===== src/rtl/flasher_pkg.sv =====
// flasher_pkg: shared types and constants for the flasher sequencer.
//   state_t         - sequencer FSM states (IDLE, UP, DN, FIN)
//   LVL_W           - width of the bar level register (0..16 fits in 5 bits)
//   LED_W           - width of the thermometer bar produced by lvl_to_therm
//   DEF_BOUND       - bound table loaded on reset
//   default_bound() - reset value for table entry i (0 beyond the default list)
//   lvl_to_therm()  - level -> thermometer bar, (1<<lvl)-1
package flasher_pkg;

  localparam int LVL_W     = 5;
  localparam int LED_W     = 16;
  localparam int DEF_NSTEP = 6;

  typedef enum logic [1:0] {
    IDLE = 2'd0,
    UP   = 2'd1,
    DN   = 2'd2,
    FIN  = 2'd3
  } state_t;

  localparam logic [LVL_W-1:0] DEF_BOUND [DEF_NSTEP] = '{
    5'd16, 5'd5, 5'd11, 5'd0, 5'd7, 5'd0
  };

  function automatic logic [LVL_W-1:0] default_bound(input int i);
    return (i < DEF_NSTEP) ? DEF_BOUND[i] : '0;
  endfunction

  function automatic logic [LED_W-1:0] lvl_to_therm(input logic [LVL_W-1:0] lvl);
    logic [LED_W-1:0] bar;
    for (int i = 0; i < LED_W; i++) begin
      bar[i] = (LVL_W'(i) < lvl);
    end
    return bar;
  endfunction

endpackage


===== src/rtl/flasher_if.sv =====
// flasher_if: board-side control and LED bundle of the flasher sequencer.
//   start, flick          - launch / restart requests (level-sampled)
//   div                   - step period minus one
//   cfg_we/addr/bound     - bound-table write port (IDLE only)
//   pause                 - sequencing stall (only with FLASHER_PAUSE_EN)
//   LED, busy, done       - thermometer bar and run status
//   dbg_state, dbg_cnt    - FSM state and prescaler count for observation
// Modports: master drives the controls, slave is the sequencer.
// Optional feature macro: FLASHER_PAUSE_EN.
interface flasher_if #(
  parameter int WIDTH = 16,
  parameter int DIV_W = 8
);
  import flasher_pkg::*;

  logic             start;
  logic             flick;
  logic [DIV_W-1:0] div;
  logic             cfg_we;
  logic [2:0]       cfg_addr;
  logic [4:0]       cfg_bound;
`ifdef FLASHER_PAUSE_EN
  logic             pause;
`endif
  logic [WIDTH-1:0] LED;
  logic             busy;
  logic             done;
  state_t           dbg_state;
  logic [DIV_W-1:0] dbg_cnt;

  modport master (
    output start, flick, div, cfg_we, cfg_addr, cfg_bound,
`ifdef FLASHER_PAUSE_EN
    output pause,
`endif
    input  LED, busy, done, dbg_state, dbg_cnt
  );

  modport slave (
    input  start, flick, div, cfg_we, cfg_addr, cfg_bound,
`ifdef FLASHER_PAUSE_EN
    input  pause,
`endif
    output LED, busy, done, dbg_state, dbg_cnt
  );

endinterface


===== src/rtl/flasher_prescaler.sv =====
// flasher_prescaler: step-tick generator.
//   clk, rst  - clock, synchronous active-high reset
//   clear     - force the count to zero (sequencer not stepping)
//   run       - advance the count this cycle (held when low)
//   div       - step period minus one; tick fires when cnt == div
//   tick      - one step this cycle
//   cnt       - current count
module flasher_prescaler #(
  parameter int DIV_W = 8
) (
  input  logic             clk,
  input  logic             rst,
  input  logic             clear,
  input  logic             run,
  input  logic [DIV_W-1:0] div,
  output logic             tick,
  output logic [DIV_W-1:0] cnt
);

  // div is compared live, so a new divisor takes effect at the next compare.
  assign tick = run && (cnt == div);

  always_ff @(posedge clk) begin
    if (rst || clear) begin
      cnt <= '0;
    end else if (run) begin
      cnt <= tick ? '0 : cnt + 1'b1;
    end
  end

endmodule


===== src/rtl/flasher_sequencer.sv =====
// flasher_sequencer: walks a 16-LED thermometer bar through a table of
// up/down bounds, one level per prescaled step tick.
//   clk  - clock
//   rst  - synchronous reset, active-high (also restores the bound table)
//   bus  - flasher_if.slave: start/flick/div/cfg_* in; LED/busy/done and
//          debug state/count out
// Optional feature macro: FLASHER_PAUSE_EN adds bus.pause, which freezes
// stepping while in UP/DN.
//
// Control handshake: start (or flick) is sampled while idle; busy rises the
// next cycle and stays high until the cycle in which done pulses for exactly
// one cycle. Requests seen while busy are dropped, not queued.
module flasher_sequencer
  import flasher_pkg::*;
#(
  parameter int WIDTH = 16,
  parameter int NSTEP = 6,
  parameter int DIV_W = 8
) (
  input logic     clk,
  input logic     rst,
  flasher_if.slave bus
);

  localparam logic [LVL_W-1:0] MAX_LVL  = LVL_W'(WIDTH);
  localparam logic [2:0]       LAST_IDX = 3'(NSTEP - 1);

  state_t           state;
  logic [LVL_W-1:0] lvl;
  logic [2:0]       idx;
  logic [LVL_W-1:0] tbl [NSTEP];
  logic [WIDTH-1:0] led_q;
  logic             busy_q;
  logic             done_q;

  logic             tick;
  logic             stepping;
  logic             paused;
  logic [DIV_W-1:0] cnt;
  logic [LVL_W-1:0] cur_bound;
  logic [LVL_W-1:0] nxt_bound;
  logic [LVL_W-1:0] wr_bound;
  logic             last_step;
  state_t           adv_state;

`ifdef FLASHER_PAUSE_EN
  assign paused = bus.pause;
`else
  assign paused = 1'b0;
`endif

  assign stepping  = (state == UP) || (state == DN);
  assign last_step = (idx == LAST_IDX);
  assign cur_bound = tbl[idx];
  assign nxt_bound = last_step ? '0 : tbl[idx + 3'd1];
  // Direction of the next leg: equal bound counts as UP and is reached on
  // its first tick, giving another one-tick dwell.
  assign adv_state = (nxt_bound >= lvl) ? UP : DN;
  assign wr_bound  = (bus.cfg_bound > MAX_LVL) ? MAX_LVL : bus.cfg_bound;

  flasher_prescaler #(.DIV_W(DIV_W)) u_prescaler (
    .clk   (clk),
    .rst   (rst),
    .clear (!stepping),
    .run   (stepping && !paused),
    .div   (bus.div),
    .tick  (tick),
    .cnt   (cnt)
  );

  always_ff @(posedge clk) begin
    if (rst) begin
      state  <= IDLE;
      lvl    <= '0;
      idx    <= '0;
      led_q  <= '0;
      busy_q <= 1'b0;
      done_q <= 1'b0;
      for (int i = 0; i < NSTEP; i++) begin
        tbl[i] <= default_bound(i);
      end
    end else begin
      done_q <= 1'b0;
      case (state)
        IDLE: begin
          if (bus.cfg_we && (bus.cfg_addr <= LAST_IDX)) begin
            tbl[bus.cfg_addr] <= wr_bound;
          end
          if (bus.start || bus.flick) begin
            state  <= UP;
            idx    <= '0;
            busy_q <= 1'b1;
          end
        end
        UP: begin
          if (tick) begin
            if (lvl < cur_bound) begin
              lvl   <= lvl + 1'b1;
              led_q <= lvl_to_therm(lvl + 1'b1);
            end else if (last_step) begin
              state <= FIN;
            end else begin
              idx   <= idx + 3'd1;
              state <= adv_state;
            end
          end
        end
        DN: begin
          if (tick) begin
            if (lvl > cur_bound) begin
              lvl   <= lvl - 1'b1;
              led_q <= lvl_to_therm(lvl - 1'b1);
            end else if (bus.flick && !last_step) begin
              // Flick at a lower bound re-runs the previous rising leg.
              idx   <= (idx == 3'd0) ? 3'd0 : idx - 3'd1;
              state <= UP;
            end else if (last_step) begin
              state <= FIN;
            end else begin
              idx   <= idx + 3'd1;
              state <= adv_state;
            end
          end
        end
        FIN: begin
          done_q <= 1'b1;
          led_q  <= '0;
          lvl    <= '0;
          idx    <= '0;
          busy_q <= 1'b0;
          state  <= IDLE;
        end
        default: state <= IDLE;
      endcase
    end
  end

  assign bus.LED       = led_q;
  assign bus.busy      = busy_q;
  assign bus.done      = done_q;
  assign bus.dbg_state = state;
  assign bus.dbg_cnt   = cnt;

endmodule


===== src/flat_wrapper.sv =====
// flat-port wrapper written by rule: the top's interface ports become plain ports
module flasher_sequencer_flat import flasher_pkg::*;
#(
  parameter int WIDTH = 16,
  parameter int NSTEP = 6,
  parameter int DIV_W = 8
)
  (clk, rst, bus_start, bus_flick, bus_div, bus_cfg_we, bus_cfg_addr, bus_cfg_bound, bus_LED, bus_busy, bus_done, bus_dbg_state, bus_dbg_cnt);
  flasher_if #(.WIDTH(WIDTH), .DIV_W(DIV_W)) bus_i ();
  input logic clk;
  input logic rst;
  input wire logic [$bits(bus_i.start)-1:0] bus_start;
  input wire logic [$bits(bus_i.flick)-1:0] bus_flick;
  input wire logic [$bits(bus_i.div)-1:0] bus_div;
  input wire logic [$bits(bus_i.cfg_we)-1:0] bus_cfg_we;
  input wire logic [$bits(bus_i.cfg_addr)-1:0] bus_cfg_addr;
  input wire logic [$bits(bus_i.cfg_bound)-1:0] bus_cfg_bound;
  output wire logic [$bits(bus_i.LED)-1:0] bus_LED;
  output wire logic [$bits(bus_i.busy)-1:0] bus_busy;
  output wire logic [$bits(bus_i.done)-1:0] bus_done;
  output wire logic [$bits(bus_i.dbg_state)-1:0] bus_dbg_state;
  output wire logic [$bits(bus_i.dbg_cnt)-1:0] bus_dbg_cnt;
  assign bus_i.start = bus_start;
  assign bus_i.flick = bus_flick;
  assign bus_i.div = bus_div;
  assign bus_i.cfg_we = bus_cfg_we;
  assign bus_i.cfg_addr = bus_cfg_addr;
  assign bus_i.cfg_bound = bus_cfg_bound;
  assign bus_LED = bus_i.LED;
  assign bus_busy = bus_i.busy;
  assign bus_done = bus_i.done;
  assign bus_dbg_state = bus_i.dbg_state;
  assign bus_dbg_cnt = bus_i.dbg_cnt;
  flasher_sequencer #(.WIDTH(WIDTH), .NSTEP(NSTEP), .DIV_W(DIV_W)) u_core (.clk(clk), .rst(rst), .bus(bus_i));
endmodule

===== config.mk =====
export PLATFORM = sky130hd
export DESIGN_NAME = flasher_sequencer_flat
export DESIGN_NICKNAME = d
export VERILOG_FILES = /design/src/rtl/flasher_pkg.sv /design/src/rtl/flasher_if.sv /design/src/rtl/flasher_prescaler.sv /design/src/rtl/flasher_sequencer.sv /design/src/flat_wrapper.sv
export SDC_FILE = /design/constraint.sdc
export NUM_CORES = 1
export LEC_CHECK = 0
export ABC_AREA = 1
export CAP_MARGIN = 0
export CORE_MARGIN = 2
export CORE_UTILIZATION = 58
export CTS_CLUSTER_DIAMETER = 100
export DETAILED_ROUTE_END_ITERATION = 8
export PLACE_DENSITY_LB_ADDON = 0.15
export SLEW_MARGIN = 25
export SYNTH_ARGS = -nofsm -noshare
export SYNTH_HDL_FRONTEND = slang
export SYNTH_HIERARCHICAL = 1
export SYNTH_SLANG_ARGS = --single-unit

===== constraint.sdc =====
create_clock -name clk -period 3.25 [get_ports clk]
set_input_delay 0.8125 -clock clk [delete_from_list [all_inputs] [get_ports clk]]
set_output_delay 0.8125 -clock clk [all_outputs]
set_load 0.05 [all_outputs]

==> metrics.cfg, run 1 <==
[layout]
nets=839
drive_above_1_share=0.06866
areaGrowthSynthToFinish_pct=15.67
nFillCells=766
diodes=0

[die]
die-area_um2=9604
start_util=0.5935
io_pins=49
die_w_um=98
coreArea_um2=8636
num_rows=34
chipHeight_um=98

[worst_setup_path]
worst_r2r_endpoint=u_core/bus.LED[9]
critPathCaptureType=flip-flop
cp_top_family=simple AND/OR/NAND/NOR gates
r2r_setup_slack_ns=0.26
worstPathMaxFanout=32
cp.arrival_ns=3.24
required_ns=3.49
crit_slowest_cell=dfxtp_1
critical_path.startpoint_type=flip-flop
critPathKind=flip-flop to flip-flop
max_stage_delay_ns=0.78
crit_buf_inv=1
worstRegToRegCells=12
crit_chain=o21ai_0 > o211ai_1 > nand2_1 > ha_1 > nand2_1 > inv_1 > nand2_2 > nand3_4 > a21oi_4 > nand2_4 > nor2_1 > nor2_1

[clock_network]
cts_tree=yes
ctsHoldBuffers=0
cts_sinks=78
cts_resized=0
insertion_delay_ns=0.36
root_buffer=clkbuf_8
path_clk_slew_ns=0.08
cts_max_level=3
numCtsBuffers=9
postCtsSetupBuffers=0
clk_path_buf_depth=2

[routing]
dr.max_layer_used=met4
first_pass_iters=5
routed-wl-met3_um=958
met2WireLength_mm=5.904
drc=0
drtIter0Drc=411
wl_per_cell_um=14.11
finalWirelength_mm=12.82
wl_met1_mm=5.689
ant_nets=0
vias=4930
via_per_inst=5.424

[worst_hold_path]
min_from=u_core/bus.busy
hold_depth=2
hold_end=u_core/bus.busy
holdCritPathClass=flip-flop to flip-flop

[timing]
finClkSkew_ns=0.01556
min_period_ns=2.995
slew_headroom=0.5310
fin_crit_sh=0.9215
rsz0062_at_grt=false
tightest_slew_ns=0.7025
finalHoldViolations=0
fmax_mhz=333.9
setup_tns_ns=0
final_max_slew_viol_count=0
setup_viol=0

[pwr]
ir_worst_vdd_v=0.0006350
power.leakage_nw=2.698
powerDensity_nw_per_um2=960.6
power_mw=5.695

[synthesis]
syn_area_um2=5125
synth_cells=742
yosys_warnings=6
ys_types=37
synth_top_area_share=0.2344
ys_ff_latch=78
synth.area.top_cells=edfxtp_1 23%, dfxtp_1 15%, nand2_1 13%, nor2_1 8.2%, inv_1 7.2%
ys_seq_area_frac=0.3828
synth_area_leader_cell=edfxtp_1
syn-mean-instance-area_um2=6.907

[grt]
grt_pass1_wl_mm=20.32
grtUsageTotal=0.2620
grt.overflow.total=0
grt_pass1_vias=4446
grt_max_degree=33
antenna_found_initial=0

[run_status]
status=finished clean

[flow_run]
max_cap_viol_count=0

[placed_design]
gp_congestion=0.9211
io_buffers=48
place_hpwl_mm=9.839

-- cells in the mapped netlist --
cell type    n
a21oi_2      1
nor3_4       1
buf_6        3
buf_4        6
buf_2        3
inv_2        6
a21oi_1     37
inv_1       98
a21o_1       1
nor3_1       4
nand3b_1     1
nand3_1     58
clkinv_1     1
a21oi_4      1
nand2_1    184
nand2_2      9
ha_1        22
nor2_1     112
clkbuf_1    10
nor2_8       1
conb_1       1
nand3_2      1
xor2_1       3
o21ai_0     66
o211ai_1     9
o21ai_1      1
nand2_4      2
nand3_4      1
a31oi_1      3
edfxtp_1    40
or2_2        1
nand4_1      8
o211a_1      1
xnor2_1      1
dfxtp_1     38
nor2_2       6
o21ai_2      1
-- sequential cells by signal, indices dropped and copies added (netlist names), named ones only --
name and count:
u_core/tbl 40, u_core/bus.dbg_state 2, u_core/u_prescaler/cnt 8, u_core/bus.done 1, u_core/bus.busy 1, u_core/lvl 5
u_core/idx 3, u_core/bus.LED 15
-- metrics by stage --
step	hold WS, ns	worst slack (ns)	instance area (um2)	util	instances
floorplan	0.4872	0.5334	5159	-	751
finish	0.4751	0.2550	5928	0.6865	909
detailed placement	0.4638	0.3509	5703	0.6604	893
global route	0.5077	0.04590	5928	0.6865	909
global placement	0.4547	0.4130	5703	0.6604	893
CTS	0.4732	0.3063	5924	0.6860	909
-- final cells by class --
type,count,area (um2),area share
clock buffer,10,127.6,0.02153
clock inverter,6,93.84,0.01583
inverter,105,397.9,0.06712
multi-input combinational,546,2671,0.4506
sequential,78,1962,0.3309
tap,108,135.1,0.02279
timing repair buffer,56,540.5,0.09118
-- cells in the final DEF (no fill, tap or decap), types with 2 or more instances in the layout --
cell type and instances:
nor2_1 112, a21oi_1 37, clkinvlp_4 2, a31oi_1 3, nand3_1 58, edfxtp_1 40
clkdlybuf4s50_1 48, xor2_1 3, inv_2 6, dfxtp_1 38, conb_1 10, nand4_1 8
bufinv_16 2, o21ai_0 66, ha_1 22, nand2_4 2, clkbuf_8 9, inv_1 98
nor3_1 4, nor2_2 6, buf_4 8, nand2_1 184, clkinv_4 2, nand2_2 9
o211ai_1 9
-- power breakdown --
group          switching [mW]  internal, mW  total (mW)  leakage (nW)
registers               0.170          1.22        1.39         0.696
logic                    2.34          1.15        3.49          1.89
clock network           0.373         0.438       0.811         0.107
-- metal layers --
layer,GRT usage,up-vias
met2,0.4125,189
met5,0,-
met4,0.09615,0
met1,0.3641,2222
met3,0.04581,23
li1,-,2496
-- worst max path at each step --
stage                       start                       to  slack [ns]  depth (start not counted)
floorplan           u_core/idx[0]  u_core/bus.dbg_state[0]        0.53                         17
global placement              rst         u_core/tbl[1][2]        0.41                          8
detailed placement      flip-flop       u_core/bus.LED[10]        0.35                         14
CTS                     flip-flop        u_core/bus.LED[8]        0.31                         15
global route            flip-flop       u_core/bus.LED[13]        0.05                         13
finish                  flip-flop        u_core/bus.LED[9]        0.26                         12
-- worst reg2reg max path, stage by stage (launching register included) --
cell and delay [ns]:
dfxtp_1 0.78, o21ai_0 0.20, o211ai_1 0.30, nand2_1 0.13, ha_1 0.30, nand2_1 0.10
inv_1 0.07, nand2_2 0.10, nand3_4 0.10, a21oi_4 0.29, nand2_4 0.27, nor2_1 0.19
nor2_1 0.06
-- cells by family (layout without fill, tap and decap cells) --
kind of cell,after synthesis,count (layout),share of synthesized area
buffers and inverters,127,177,0.1025
xor gates and xnor gates,4,4,0.006837
DFF,78,78,0.3828
other,1,10,0.0007317
adders and majority gates,22,22,0.05371
AOI/OAI and AO/OA,121,121,0.1284
and+or+nand+nor,389,389,0.3250
No activity file was read; power rests on OpenSTA's default activity.
==> run 2: changes to the inputs <==
Settings changed: SKIP_LAST_GASP set to 1.
==> results of run 2 <==
The final DEF is identical to that of run 1; final timing and power are the same.
